<file path="config.mk">
export PLATFORM = sky130hd
export DESIGN_NAME = memory_arbiter
export DESIGN_NICKNAME = d
export VERILOG_FILES = /design/src/rtl/memory_arbiter.sv
export SDC_FILE = /design/constraint.sdc
export NUM_CORES = 1
export LEC_CHECK = 0
export ABC_CLOCK_PERIOD_IN_PS = 1600
export CORE_MARGIN = 2
export CORE_UTILIZATION = 35
export DETAILED_ROUTE_END_ITERATION = 16
export GPL_TIMING_DRIVEN = 0
export HOLD_SLACK_MARGIN = 0.08
export PLACE_DENSITY = 0.78
export SETUP_SLACK_MARGIN = 0.2
export SKIP_LAST_GASP = 1
export SYNTH_ARGS = -nofsm -noshare
export SYNTH_HDL_FRONTEND = slang
export SYNTH_SLANG_ARGS = --single-unit
</file>
<file path="constraint.sdc">
create_clock -name clk -period 1.6 [get_ports clk]
set_input_delay 0.4 -clock clk [delete_from_list [all_inputs] [get_ports clk]]
set_output_delay 0.4 -clock clk [all_outputs]
set_load 0.02 [all_outputs]
</file>
<file path="src/rtl/memory_arbiter.sv">
`timescale 1ns/1ps
// Round-robin arbiter sharing one memory port among four requesters (optional watchdog: MEM_ARB_TIMEOUT_EN).
// Latency: grant/mem_en 1 cycle after req seen in IDLE; ack 1 cycle after mem_ready; one IDLE cycle between accesses.
// Backpressure: memory stalls via mem_ready (command held stable); requesters wait with req high until ack.
module memory_arbiter #(
  parameter int ADDR_W  = 7,
  parameter int DATA_W  = 8,
  parameter int TIMEOUT = 16
) (
  input  logic                clk,
  input  logic                reset,
  input  logic [3:0]          req,
  input  logic [3:0]          we,
  input  logic [4*ADDR_W-1:0] addr,
  input  logic [4*DATA_W-1:0] wdata,
  output logic [3:0]          gnt,
  output logic [3:0]          ack,
  output logic [3:0]          err,
  output logic [4*DATA_W-1:0] rdata,
  output logic                busy,
  output logic                mem_en,
  output logic                mem_read,
  output logic                mem_write,
  output logic [ADDR_W-1:0]   mem_addr,
  output logic [DATA_W-1:0]   mem_wdata,
  input  logic [DATA_W-1:0]   mem_rdata,
  input  logic                mem_ready
);

  typedef enum logic [1:0] {
    IDLE   = 2'd0,
    ACCESS = 2'd1,
    DONE   = 2'd2
  } state_t;

  state_t     state;
  state_t     state_nxt;
  logic [1:0] last;
  logic [1:0] win_idx;
  logic       we_l;
  logic [1:0] rr_cand;
  logic [1:0] pick_idx;
  logic       pick_vld;
  logic       timeout_hit;
  logic       finish_acc;

`ifdef MEM_ARB_TIMEOUT_EN
  logic [4:0] tmo_cnt;

  // Watchdog: zero outside ACCESS so every access starts counting from 0.
  always_ff @(posedge clk) begin
    if (reset || state != ACCESS) tmo_cnt <= '0;
    else                          tmo_cnt <= tmo_cnt + 5'd1;
  end

  assign timeout_hit = (state == ACCESS) && !mem_ready && (tmo_cnt == 5'(TIMEOUT - 1));
`else
  // Watchdog compiled out: constant false, so ACCESS waits on mem_ready forever.
  assign timeout_hit = (TIMEOUT < 0);
`endif

  assign finish_acc = (state == ACCESS) && (mem_ready || timeout_hit);
  assign busy       = (state != IDLE);

  // Round-robin pick: first requesting index after the previous winner, wrapping mod 4.
  always_comb begin
    pick_vld = 1'b0;
    pick_idx = last;
    rr_cand  = last;
    for (int k = 1; k <= 4; k++) begin
      rr_cand = last + k[1:0];
      if (!pick_vld && req[rr_cand]) begin
        pick_vld = 1'b1;
        pick_idx = rr_cand;
      end
    end
  end

  // Control state register.
  always_ff @(posedge clk) begin
    if (reset) state <= IDLE;
    else       state <= state_nxt;
  end

  // Next-state: IDLE -> ACCESS on any request, ACCESS -> DONE on completion or abort, DONE -> IDLE.
  always_comb begin
    state_nxt = state;
    case (state)
      IDLE:    if (pick_vld) state_nxt = ACCESS;
      ACCESS:  if (finish_acc) state_nxt = DONE;
      DONE:    state_nxt = IDLE;
      default: state_nxt = IDLE;
    endcase
  end

  // Grant, memory command and completion pulses, all registered so the memory sees a stable command.
  always_ff @(posedge clk) begin
    if (reset) begin
      last      <= 2'd3;
      win_idx   <= 2'd0;
      we_l      <= 1'b0;
      gnt       <= '0;
      ack       <= '0;
      err       <= '0;
      mem_en    <= 1'b0;
      mem_read  <= 1'b0;
      mem_write <= 1'b0;
      mem_addr  <= '0;
      mem_wdata <= '0;
    end else begin
      ack <= '0;
      err <= '0;
      case (state)
        IDLE: begin
          gnt <= '0;
          if (pick_vld) begin
            win_idx   <= pick_idx;
            last      <= pick_idx;
            we_l      <= we[pick_idx];
            gnt       <= 4'b0001 << pick_idx;
            mem_en    <= 1'b1;
            mem_read  <= ~we[pick_idx];
            mem_write <= we[pick_idx];
            mem_addr  <= addr[pick_idx*ADDR_W +: ADDR_W];
            mem_wdata <= wdata[pick_idx*DATA_W +: DATA_W];
          end
        end
        ACCESS: begin
          if (finish_acc) begin
            mem_en        <= 1'b0;
            mem_read      <= 1'b0;
            mem_write     <= 1'b0;
            ack[win_idx]  <= 1'b1;
            err[win_idx]  <= timeout_hit;
          end
        end
        DONE: begin
          gnt <= '0;
        end
        default: begin
          gnt <= '0;
        end
      endcase
    end
  end

  // Read data: only the winner's slice, only on its own read completing with mem_ready.
  always_ff @(posedge clk) begin
    if (reset) begin
      rdata <= '0;
    end else if (state == ACCESS && mem_ready && !we_l) begin
      rdata[win_idx*DATA_W +: DATA_W] <= mem_rdata;
    end
  end

endmodule

</file>
After elaboration in Yosys (flattened, before gate mapping)
Index checks and enable logic that the tools add are counted.
{"block": "totals", "word_cells": 85, "register_bits": 65}
{"block": "classes", "n_mul": 1, "magnitude_cmp": 7, "n_reduce_logical": 17, "add_sub_neg": 4, "bitwise": 3, "n_shift": 5, "mux": 33, "n_eq_ne": 3}
{"op": "negation 5 -> 34 bit", "n": 1}
{"op": "variable shift 8 x 34 -> 32 bit (first input constant)", "n": 1}
{"op": "variable part select 8 x 34 -> 32 bit", "n": 1}
{"op": "bitwise mux 32 bit", "n": 1}
{"op": "variable part select 32 x 6 -> 8 bit", "n": 1}
{"op": "variable part select 28 x 6 -> 7 bit", "n": 1}
{"op": "less-than comparator 2 x 3 -> 1 bit (second input constant)", "n": 6}
{"op": "2-to-1 mux 1 bit", "n": 14}
{"op": "2-to-1 mux 2 bit", "n": 6}
{"op": "binary-select mux 1 bit (select 2 bit)", "n": 5}
{"op": "case mux 4 bit (2 select lines)", "n": 1}
{"op": "logical AND 1 bit", "n": 6}
{"op": "case mux 1 bit (2 select lines)", "n": 3}
{"op": "multiplier 2 x 3 -> 5 bit (second input constant)", "n": 1}
{"op": "adder 2 bit (second input constant)", "n": 2}
{"op": "zero test 1 bit", "n": 4}
{"op": "2-to-1 mux 4 bit", "n": 1}
{"op": "!= test 2 bit (second input constant)", "n": 2}
{"op": "case mux 2 bit (2 select lines)", "n": 1}
{"op": "AND reduction 2 bit", "n": 2}
{"op": "nonzero test 2 bit", "n": 2}
{"op": "<< shifter 1 x 2 -> 4 bit (first input constant)", "n": 1}
{"op": "NOT 1 bit", "n": 3}
{"op": "AND reduction 3 bit", "n": 1}
{"op": "other kinds (6)", "n": 6}

Logic depth before layout (Yosys ltp)
{"block": "depth", "depth_word": 18, "mapped_depth": 8}

Least setup slack after synthesis
OpenSTA, ideal clock, no wires.
{"block": "synth_path", "path_kind": "register -> register", "startpoint": "register win_idx[0]", "endpoint": "register rdata[0]", "setup_slack_ns": -0.164, "arrival_time_ns": 1.693, "setup_ns": 0.070, "t_required_ns": 1.530, "n_path_buf": 0, "synth_period_minus_slack_ns": 1.764, "stages_incl_launch_ff": 6, "path_cell_list": "dfxtp_1 -> inv_1 -> ha_1 -> nor3b_1 -> nand3_1 -> a21oi_1"}
{"block": "synth_between", "elab_chain_len": 3, "elab_cells_between_ends": 4, "classes_between": "1 x add/sub; 2 x shift; 1 x mux"}
{"element": "start: declaration", "line_no": "39", "source": "logic [1:0] win_idx;"}
{"element": "start signal: assignment", "line_no": "117", "source": "win_idx <= pick_idx;"}
{"element": "negation 5 -> 34 bit (*)", "line_no": "152", "source": "rdata[win_idx*DATA_W +: DATA_W] <= mem_rdata;"}
{"element": "variable part select 8 x 34 -> 32 bit or variable shift 8 x 34 -> 32 bit (tied branches)", "line_no": "152"}
{"element": "bitwise mux 32 bit (*)", "line_no": "152"}
{"element": "end signal: indexed assignment", "line_no": "152"}
{"element": "end: declaration", "line_no": "19", "source": "output logic [4*DATA_W-1:0] rdata,"}
Mark *: on every way between the ends. The rest lies on a longest branch, timed or not.
A chain may end at the register's enable or synchronous reset.

Final worst setup path
{"block": "layout_path", "startpoint": "register last[1]", "endpoint": "register mem_addr[1]"}
{"block": "layout_between", "elab_chain_len": 15, "elab_cells_between_ends": 28, "classes_between": "3 x add/sub; 1 x mul; 1 x shift; 16 x mux; 7 x reduce/logical"}
{"element": "start: declaration", "line_no": "38", "source": "logic [1:0] last;"}
{"element": "start signal: assignment", "line_no": "118", "source": "last <= pick_idx;"}
{"element": "adder 2 x 1 -> 2 bit", "line_no": "71", "source": "rr_cand = last + k[1:0];"}
{"element": "binary-select mux 1 bit (select 2 bit)", "line_no": "72", "source": "if (!pick_vld && req[rr_cand]) begin"}
{"element": "2-to-1 mux 1 bit (not written as such)", "line_no": "72"}
{"element": "2-to-1 mux 1 bit", "line_no": "72"}
{"element": "zero test 1 bit", "line_no": "72"}
{"element": "logical AND 1 bit", "line_no": "72"}
{"element": "2-to-1 mux 1 bit", "line_no": "72"}
{"element": "zero test 1 bit", "line_no": "72"}
{"element": "logical AND 1 bit", "line_no": "72"}
{"element": "2-to-1 mux 1 bit", "line_no": "72"}
{"element": "zero test 1 bit", "line_no": "72"}
{"element": "logical AND 1 bit", "line_no": "72"}
{"element": "2-to-1 mux 2 bit", "line_no": "72"}
{"element": "multiplier 2 x 3 -> 5 bit", "line_no": "124", "source": "mem_addr <= addr[pick_idx*ADDR_W +: ADDR_W];"}
{"element": "variable part select 28 x 6 -> 7 bit", "line_no": "124"}
{"element": "end signal: assignment", "line_no": "124"}
{"element": "end: declaration", "line_no": "24", "source": "output logic [ADDR_W-1:0] mem_addr,"}
Parallel ways exist; a longest one is shown, timed or not. The select of a mux whose other input is x is not followed.

==> results.json <==
{
  "r2r_setup_slack_ns": -0.09,
  "min-delay-start": "rdata[27]",
  "r2r-start": "last[1]",
  "synth_warnings": 0,
  "seq_power_share_pct": 36.1,
  "vias": 3647,
  "swShare_pct": 34.0,
  "min_path_cells": 2,
  "ir_worst_vdd_v": 0.000420,
  "drc": 0,
  "wl_per_cell_um": 18.3,
  "grt_pass1_wl_um": 18800,
  "nNetsFinal": 645,
  "cts_num_sinks": 65,
  "slew_headroom_pct": 49.5,
  "place.gp.congestion": 0.826,
  "htreeDepth": 3,
  "p_int_w": 0.00336,
  "violations": "setup timing",
  "postRouteAntennaNets": 0,
  "p_per_area_nw_per_um2": 881,
  "fmax_mhz": 593,
  "gr-max-usage-layer": "met2",
  "critPathCaptureType": "flip-flop",
  "grt_overflow": 0,
  "arrival_ns": 1.94,
  "antenna_found_initial": 0,
  "grt_pass1_vias": 3809,
  "status": "finished with violations",
  "crit_required_ns": 1.86,
  "crit_path_start_kind": "flip-flop",
  "synth_seq_cells": 65,
  "critPathKind": "reg2reg",
  "fin_ws_ns": -0.0857,
  "cts_buffers": 9,
  "min_to": "rdata[27]",
  "rsz0062_at_grt": "true",
  "yosys_most_used_dff": "dfxtp_1",
  "viasPerCell": 5.44,
  "initialDrtViolationCount": 158,
  "io_pins": 142,
  "initial_utilization_pct": 35.9,
  "crit_start": "last[1]",
  "slew_violations": 0,
  "num-fill-cells": 638,
  "postSynthAreaPerCell_um2": 8.47,
  "core_um2": 8720,
  "syn_inst": 370,
  "period_needed_ns": 1.69,
  "cts-root-buf": "clkbuf_8",
  "final.setup_skew_ns": 0.00544,
  "ys_seq_area_share_pct": 41.5,
  "utilization_pct": 66.2,
  "diodes": 0,
  "grt_use_met1_pct": 27.1,
  "path_max_fanout": 7,
  "globalRouteMet2Util_pct": 43.3,
  "fp-row-count": 34,
  "wl_um": 12300,
  "port_buffers": 136,
  "r2r_cells": 9,
  "ys_async_sr_fraction_pct": 0,
  "static-leakage-power_nw": 2.20,
  "p_total_w": 0.00509,
  "clock_path_buffers": 2,
  "holdWs_ns": 0.459,
  "hold_class": "reg2reg",
  "r2r_end": "mem_addr[1]",
  "cap_viol_max_count": 0,
  "area_delta_synth_final_pct": 84.4,
  "clock_latency_ns": 0.33,
  "power_frac_comb_pct": 39.3,
  "fp.dieW_um": 98.6,
  "layout-drive-gt1-share_pct": 46.4,
  "dp_hpwl_um": 7830,
  "tns_ns": -0.651,
  "grt.total_usage_pct": 24.2,
  "hold_viol_final": 0,
  "p_sw_w": 0.00173,
  "die_h_um": 98.6,
  "die_area_um2": 9720,
  "setup_viol": 16,
  "synth_edf_count": 0,
  "dr.pass1.iters": 4,
  "period_share_pct": 105,
  "clkPwrFrac_pct": 24.6,
  "cts_tree": "yes",
  "netlist_area_um2": 3130,
  "global_route.usage.met3_pct": 7.16,
  "tightest_slew_ns": 0.757,
  "grt_max_degree": 11,
  "synth.distinct_cells": 44,
  "clk_pin_slew_worst_paths_ns": 0.07
}
## layer usage
layer / up-vias / part of all wire (%) / routed length [µm]
li1: 1696 / - / -
met1: 1734 / 38 / 4660
met2: 189 / 51 / 6300
met3: 28 / 8.2 / 1000
met4: 0 / 2.5 / 303
met5: - / 0 / 0
## area by class of cell
cell class | count | area [µm²] | area share, %
Buffer | 26 | 260 | 4.51
Clock buffer | 13 | 159 | 2.75
Clock inverter | 3 | 15.0 | 0.260
Inverter | 6 | 27.5 | 0.476
Multi-Input combinational cell | 276 | 2310 | 39.9
Sequential cell | 65 | 1320 | 22.9
Tap cell | 108 | 135 | 2.34
Timing Repair Buffer | 174 | 1550 | 26.9
## power groups by stage
stage	clock [W]	combinational [W]	sequential, W
after floorplan	0	0.000783	0.00197
after global placement	0	0.00147	0.00186
after detailed placement	0	0.00150	0.00186
after CTS	0.00127	0.00188	0.00183
after global routing	0.00134	0.00212	0.00185
final	0.00125	0.00200	0.00183
## cells by family (layout without fill, tap and decap cells)
| family | count (synthesis) | count (layout) | share of synthesized area [%] |
|---|---|---|---|
| AND/OR/NAND/NOR | 148 | 148 | 23.7 |
| AO/OA/AOI/OAI | 101 | 101 | 21.2 |
| flip-flops | 65 | 65 | 41.5 |
| buffers and inverters | 32 | 222 | 5.47 |
| multiplexers | 15 | 15 | 4.79 |
| adder cells (fa/ha/maj) | 8 | 8 | 3.20 |
| other | 1 | 4 | 0.120 |
## how the worst max path moves through the flow
stage | endpoint
floorplan | gnt[2]
global placement | mem_wdata[5]
detailed placement | mem_wdata[5]
CTS | mem_addr[3]
global route | mem_addr[4]
finish | mem_addr[1]
## critical path, cell delays in order, from the launching register on
cell,delay (ns)
dfxtp_2,0.32
buf_6,0.13
nor3_4,0.25
buf_4,0.15
a31o_4,0.14
buf_6,0.11
buf_6,0.12
o21ai_2,0.05
a211o_1,0.25
o211ai_1,0.07
## registers in the layout, summed over array words and instances, names as in the netlist
signal	count
last	2
mem_addr	7
ack	4
mem_read	1
mem_wdata	8
we_l	1
mem_write	1
mem_en	1
state	2
gnt	4
rdata	32
win_idx	2
## cell usage after synthesis (3+ instances only)
library cell / count / area [µm²]
dfxtp_1: 65 / 1300
nand2_1: 55 / 206
nand3_1: 50 / 250
a21oi_1: 37 / 185
o21ai_0: 16 / 80.1
a211o_1: 15 / 131
mux2i_1: 15 / 150
o211ai_1: 15 / 113
buf_2: 11 / 55.1
nor2_1: 10 / 37.5
and2_1: 8 / 50.1
buf_4: 8 / 60.1
ha_1: 8 / 100
clkbuf_1: 6 / 22.5
inv_1: 6 / 22.5
nand2b_1: 5 / 31.3
a22oi_1: 3 / 22.5
a31oi_1: 3 / 18.8
nor3b_1: 3 / 22.5
## cells in the final DEF, fill, tap and decap left out, types with 4 or more instances in the layout
cell,synthesis,final
clkbuf_8,0,12
mux2i_1,15,14
dfxtp_1,65,59
ha_1,8,6
buf_6,1,28
conb_1,1,4
o21ai_1,2,5
o211ai_1,15,15
clkdlybuf4s15_2,0,11
nand3_2,0,27
nor2_1,10,7
dfxtp_4,0,5
buf_8,0,4
buf_12,0,4
a21oi_1,37,7
nand2_1,55,49
a21oi_2,0,29
nand3_1,50,15
and2_1,8,4
nor3_4,1,4
nand2_2,1,5
buf_2,11,15
o21ai_2,0,11
nand3_4,0,8
clkdlybuf4s50_1,0,73
a211o_1,15,15
clkbuf_2,0,32
buf_4,8,20
clkdlybuf4s15_1,0,5
and2_4,0,4
clkbuf_1,6,7
## metrics by stage
stage               worst slack (ns)  cells  cell area, µm²
floorplan                      0.110    373            3380
global placement              -0.806    617            4870
detailed placement            -0.857    617            4870
CTS                         -0.00130    666            5760
global route                  -0.152    671            5780
finish                       -0.0857    671            5780
## what timing repair did
item                       CTS  global route
setup endpoints to repair  119           106
setup buffers               27             5
gates resized for setup    269            97
gates cloned                 6             0
pin swaps                   79            30
hold buffers                 0             0
No activity file was read; power rests on OpenSTA's default activity.
